$ cat src/rtl/par_to_serial_tx.sv
// -----------------------------------------------------------------------------
// par_to_serial_tx
//
// Transmit-side serializer for the one-bit link, clocked at the 32f bit rate.
// Every 8-bit frame slot carries either a valid data byte or the COMMA
// character, shifted out MSB first with no gap bits between frames. After
// reset the block sends N_SYNC commas so the receiver can lock its frame
// alignment, then enters RUN and starts accepting bytes from upstream.
//
// Handshake: load_req is high for the one clk_32f cycle that precedes a
// frame-start edge while in RUN. On that edge the byte is captured if
// valid_in=1; if valid_in=0 a COMMA is sent instead. data_in/valid_in are
// ignored on all other edges. There is no back-pressure: upstream must have
// its byte ready whenever load_req is high.
//
// Ports:
//   clk_32f   in   1  bit-rate clock, rising edge active
//   reset     in   1  asynchronous, active-high reset
//   data_in   in   8  parallel byte, sampled only when load_req=1
//   valid_in  in   1  qualifies data_in, sampled only when load_req=1
//   load_req  out  1  frame-boundary request (combinational from registers)
//   data_out  out  1  registered serial bit stream
//   sync_done out  1  high once the block is in RUN; also the FSM state view
// -----------------------------------------------------------------------------
module par_to_serial_tx #(
    parameter logic [7:0] COMMA  = 8'hBC,
    parameter int         N_SYNC = 4,
    parameter int         SYNC_W = 3
) (
    input  logic       clk_32f,
    input  logic       reset,
    input  logic [7:0] data_in,
    input  logic       valid_in,
    output logic       load_req,
    output logic       data_out,
    output logic       sync_done
);

    typedef enum logic {
        SYNC = 1'b0,
        RUN  = 1'b1
    } state_t;

    // Value of sync_cnt on the frame-start edge that loads the last comma.
    localparam logic [SYNC_W-1:0] SYNC_LAST = SYNC_W'(N_SYNC - 1);

    generate
        if (N_SYNC < 1 || (2 ** SYNC_W) < N_SYNC) begin : g_bad_params
            $error("par_to_serial_tx: need N_SYNC >= 1 and 2**SYNC_W >= N_SYNC");
        end
    endgenerate

    state_t            state;
    logic [2:0]        bit_cnt;
    logic [SYNC_W-1:0] sync_cnt;
    logic [7:0]        shift_reg;
    logic [7:0]        next_byte;
    logic              frame_start;

    assign frame_start = (bit_cnt == 3'd0);

    // Commas are forced during SYNC regardless of what upstream presents.
    assign next_byte = (state == RUN && valid_in) ? data_in : COMMA;

    // Only raised in RUN, so upstream is never asked for data during sync.
    assign load_req = (state == RUN) && frame_start;

    always_ff @(posedge clk_32f or posedge reset) begin
        if (reset) begin
            state     <= SYNC;
            bit_cnt   <= 3'd0;
            sync_cnt  <= '0;
            shift_reg <= 8'd0;
            data_out  <= 1'b0;
            sync_done <= 1'b0;
        end else begin
            bit_cnt <= bit_cnt + 3'd1;
            if (frame_start) begin
                // MSB goes straight to the output flop; the other seven bits
                // wait in shift_reg, so the frame has no extra latency.
                data_out  <= next_byte[7];
                shift_reg <= {next_byte[6:0], 1'b0};
                if (state == SYNC) begin
                    sync_cnt <= sync_cnt + 1'b1;
                    if (sync_cnt == SYNC_LAST) begin
                        state     <= RUN;
                        sync_done <= 1'b1;
                    end
                end
            end else begin
                data_out  <= shift_reg[7];
                shift_reg <= {shift_reg[6:0], 1'b0};
            end
        end
    end

endmodule

$ cat config.mk
export PLATFORM = sky130hd
export DESIGN_NAME = par_to_serial_tx
export DESIGN_NICKNAME = d
export VERILOG_FILES = /design/src/rtl/par_to_serial_tx.sv
export SDC_FILE = /design/constraint.sdc
export NUM_CORES = 1
export LEC_CHECK = 0
export ABC_AREA = 1
export CORE_MARGIN = 2
export CORE_UTILIZATION = 41
export DETAILED_ROUTE_END_ITERATION = 8
export DONT_BUFFER_PORTS = 1
export SETUP_SLACK_MARGIN = 0.3
export SYNTH_ARGS = -nofsm -noshare
export SYNTH_HDL_FRONTEND = slang
export SYNTH_SLANG_ARGS = --single-unit
$ cat constraint.sdc
create_clock -name clk_32f -period 1.1 [get_ports clk_32f]
set_clock_uncertainty 0.1 [all_clocks]
set_input_delay 0.055 -clock clk_32f [delete_from_list [all_inputs] [get_ports clk_32f]]
set_output_delay 0.055 -clock clk_32f [all_outputs]
set_load 0.01 [all_outputs]
Word level (Yosys, flattened, before mapping) --
Index checks and enable logic that the tools add are counted.
Storage, ports and cells: logic and storage cells 20, output and inout bits 3, bits of input ports 11, register bits after elaboration 17
Operators by class: $add $sub $neg 2, mux-type cells 5, reduce and logical (&&, ||, !) cells 5, eq/ne operators 1, bitwise logic cells 1
Operators by type and width (number):
- $mux W8 | 2
- $add A3 B1 Y3 const B | 2
- $eq A3 B2 Y1 const B | 1
- $logic_not A3 Y1 | 1
- $mux W1 | 3
- $reduce_and A3 Y1 | 1
- $logic_and A1 B1 Y1 | 2
- $reduce_and A2 Y1 | 1
- $not A1 Y1 | 1

Longest topological paths before layout --
word-level depth 3, depth in mapped cells 6

Worst setup path after synthesis --
Ideal clock, no wire load.
path kind flip-flop to flip-flop, from reg sync_cnt[0], to reg sync_cnt[2], path slack -72 ps, arrival 954 ps, stages on the path, launching flop included 6, required time 883 ps, cell sequence dfrtp_1 ha_1 ha_1 inv_1 nand3_1 nand2_1
On the way: cells in the longest elaborated chain, start to end 1
RTL lines:
- start: declaration | line 55 | logic [SYNC_W-1:0] sync_cnt;
- start signal: assignment | line 84 | sync_cnt <= sync_cnt + 1'b1;
- $add A3 B1 Y3 | line 84
No other way between the ends. A chain may end at the register's enable or synchronous reset.

Worst setup path in the final report --
from reg bit_cnt[0], to out load_req
On the way: cells in the longest elaborated chain, start to end 2
RTL lines:
- start: declaration | line 54 | logic [2:0] bit_cnt;
- start signal: assignment | line 77 | bit_cnt <= bit_cnt + 3'd1;
- $logic_not A3 Y1 | line 60 | assign frame_start = (bit_cnt == 3'd0);
- $logic_and A1 B1 Y1 | line 66 | assign load_req = (state == RUN) && frame_start;
- end: declaration | line 34 | output logic load_req,
No other way between the ends.

==> out/results.ini <==
[outcome]
status=complete, but fails checks
violations=setup timing

[die]
die-area_mm2=0.00200
ios=14
rows=14
start_util_pct=44.6
fp.dieH_um=44.7
design.core.area_mm2=0.00152
die_x_um=44.7

[sta]
period_minus_slack_ns=1.24
holdWs_ns=0.114
max_freq_mhz=805
post-route-period-util_pct=113
fin_tns_setup_ns=-1.38
max-slew-margin-rel_pct=81.9
tightest_slew_ns=0.271
rsz0062_at_grt=true
setup_viol=14
maxSlewViolCount=0
fin_ws_ns=-0.142
hold_violations=0

[power_and_ir_drop]
intPower_mw=0.763
p_switching_mw=0.201
p_leak_nw=0.479
comb_power_share_pct=6.6
seqPwrFrac_pct=63.0
ir_worst_vdd_v=0.000727
powerDensity_mw_per_mm2=997
clkPwrFrac_pct=30.4
swShare_pct=20.9

[grt]
grt-busiest-layer=met2
antenna_found_initial=0
grt_pass1_vias=507
gr-total-overflow=0
grt_pass1_wl_mm=2.24
grt_usage_pct=15.9
met1_usage_pct=20.4
met2_usage_pct=23.8
use_met3_pct=6.00
grt_max_degree=17

[worst_setup_path]
reg2reg_to=shift_reg[5]
cp.required_ns=0.94
crit_type=reg2out
cp_max_fo=3
critPathLaunch=bit_cnt[0]
cp.arrival_ns=1.09
reg2reg_from=bit_cnt[0]
r2r_setup_slack_ns=-0.11
r2r_cells=6
cp-start-kind=flip-flop
end_kind=output port

[synth]
ys.warnings.count=0
ys_seq_area_share_pct=58.9
avgSynthCellArea_um2=9.44
synth.distinct_cells=13
netlist_instances=72
synth_nets=87
synth-seq-cells=16
netlist_area_um2=679

[drt]
routed_wl_mm=1.33
drt_first_pass_iters=4
vias_per_cell=5.01
drt_iter0_drc=5
ant_nets=0
wl_per_cell_um=12.0
vias=556
drc=0

[cells_and_area]
layout.cells.non_filler=111
final_cell_mix=nand2_1 (23), dfrtp_1 (15), dlygate4sd3_1 (10)
post-route-cell-area_um2=967
drive_gt1_share_pct=28.4
synthToLayoutAreaGrowth_pct=42.4
final_common_cell=nand2_1
largest_reg_flops=7
nets=112
diodes=0
nFillCells=131

[clock_tree]
clk_pin_slew_ns=0.09
cts_buffers=3
root_buffer=clkbuf_4
cts_buffer_depth=2
h-tree-depth=1
clock_sinks=16
cts_tree=built
clock_latency_ns=0.28

[worst_hold_path]
hold_path.class=in2async

[place]
dp_cells=94
place_area_um2=767
place_ws_ns=-0.110
post-dp-hpwl_um=799
port_buffers=0
place_congestion=0.698

[flow_run]
max_cap_viol_count=0

-- logic make-up (layout without fill, tap and decap cells) --
logic type,Yosys count,after routing,synth area share (%)
AOI/OAI and AO/OA,7,7,5.16
xor gates and xnor gates,1,1,1.29
adders and majority gates,4,4,7.37
buffers and inverters,10,32,5.53
DFF,16,16,58.9
and+or+nand+nor,34,35,21.7
-- routing by layer --
metal	share of wire [%]	up-vias
li1	-	277
met4	2.5	0
met2	49	14
met5	0	-
met3	4.6	4
met1	44	261
-- critical path, cell delays in order (launching register included) --
cell     delay (ns)
dfrtp_1        0.39
inv_2          0.08
ha_4           0.18
nand2_8        0.06
nor2_4         0.10
-- area by class of cell --
cell class	instances	area, µm²	area share (%)
inverters	10	37.5	3.88
repair buffers	19	171	17.7
well taps	16	20.0	2.07
flip-flops and latches	16	402	41.5
clock buffers	3	22.5	2.33
multi-input cells	47	314	32.5
-- cell usage after synthesis --
cell	instances	area, µm²
xor2_1	1	8.76
nand3_1	6	30.0
o21ai_0	6	30.0
nand2_1	23	86.3
dfrtp_1	16	400
inv_2	2	7.51
nor2_4	1	11.3
nor2_1	2	7.51
o21ai_1	1	5.00
nand4_1	1	6.26
nand2_2	1	6.26
ha_1	4	50.1
inv_1	8	30.0
-- power groups by stage --
stage | sequential [mW] | combinational, mW | clock [mW]
finish | 0.607 | 0.0637 | 0.293
global route | 0.609 | 0.0736 | 0.342
CTS | 0.607 | 0.0621 | 0.313
detailed placement | 0.619 | 0.0333 | 0
global placement | 0.618 | 0.0328 | 0
floorplan | 0.618 | 0.0240 | 0
-- worst max-delay path by stage --
stage / end / slack, ns / cells past startpoint
after floorplan: sync_cnt[2] / -0.04 / 5
after global placement: shift_reg[1] / -0.10 / 6
after detailed placement: shift_reg[5] / -0.11 / 6
after CTS: load_req / -0.18 / 4
after global routing: load_req / -0.21 / 4
final: load_req / -0.14 / 4
-- timing repair --
item                                    in CTS  in global routing
pin swaps                                    4                  4
setup buffers                                3                  0
hold endpoints to repair                    24                  0
hold buffers                                10                  0
endpoints found under the setup margin      18                 18
resized for setup                            5                  6
cloned                                       0                  1
-- stage by stage --
step	total power, mW	util [%]
2_1_floorplan	0.642	-
3_3_place_gp	0.651	50.3
3_5_place_dp	0.652	50.3
4_1_cts	0.982	61.6
5_1_grt	1.02	63.5
6_report	0.964	63.5
Note: power is estimated with default switching activity, not from simulation.
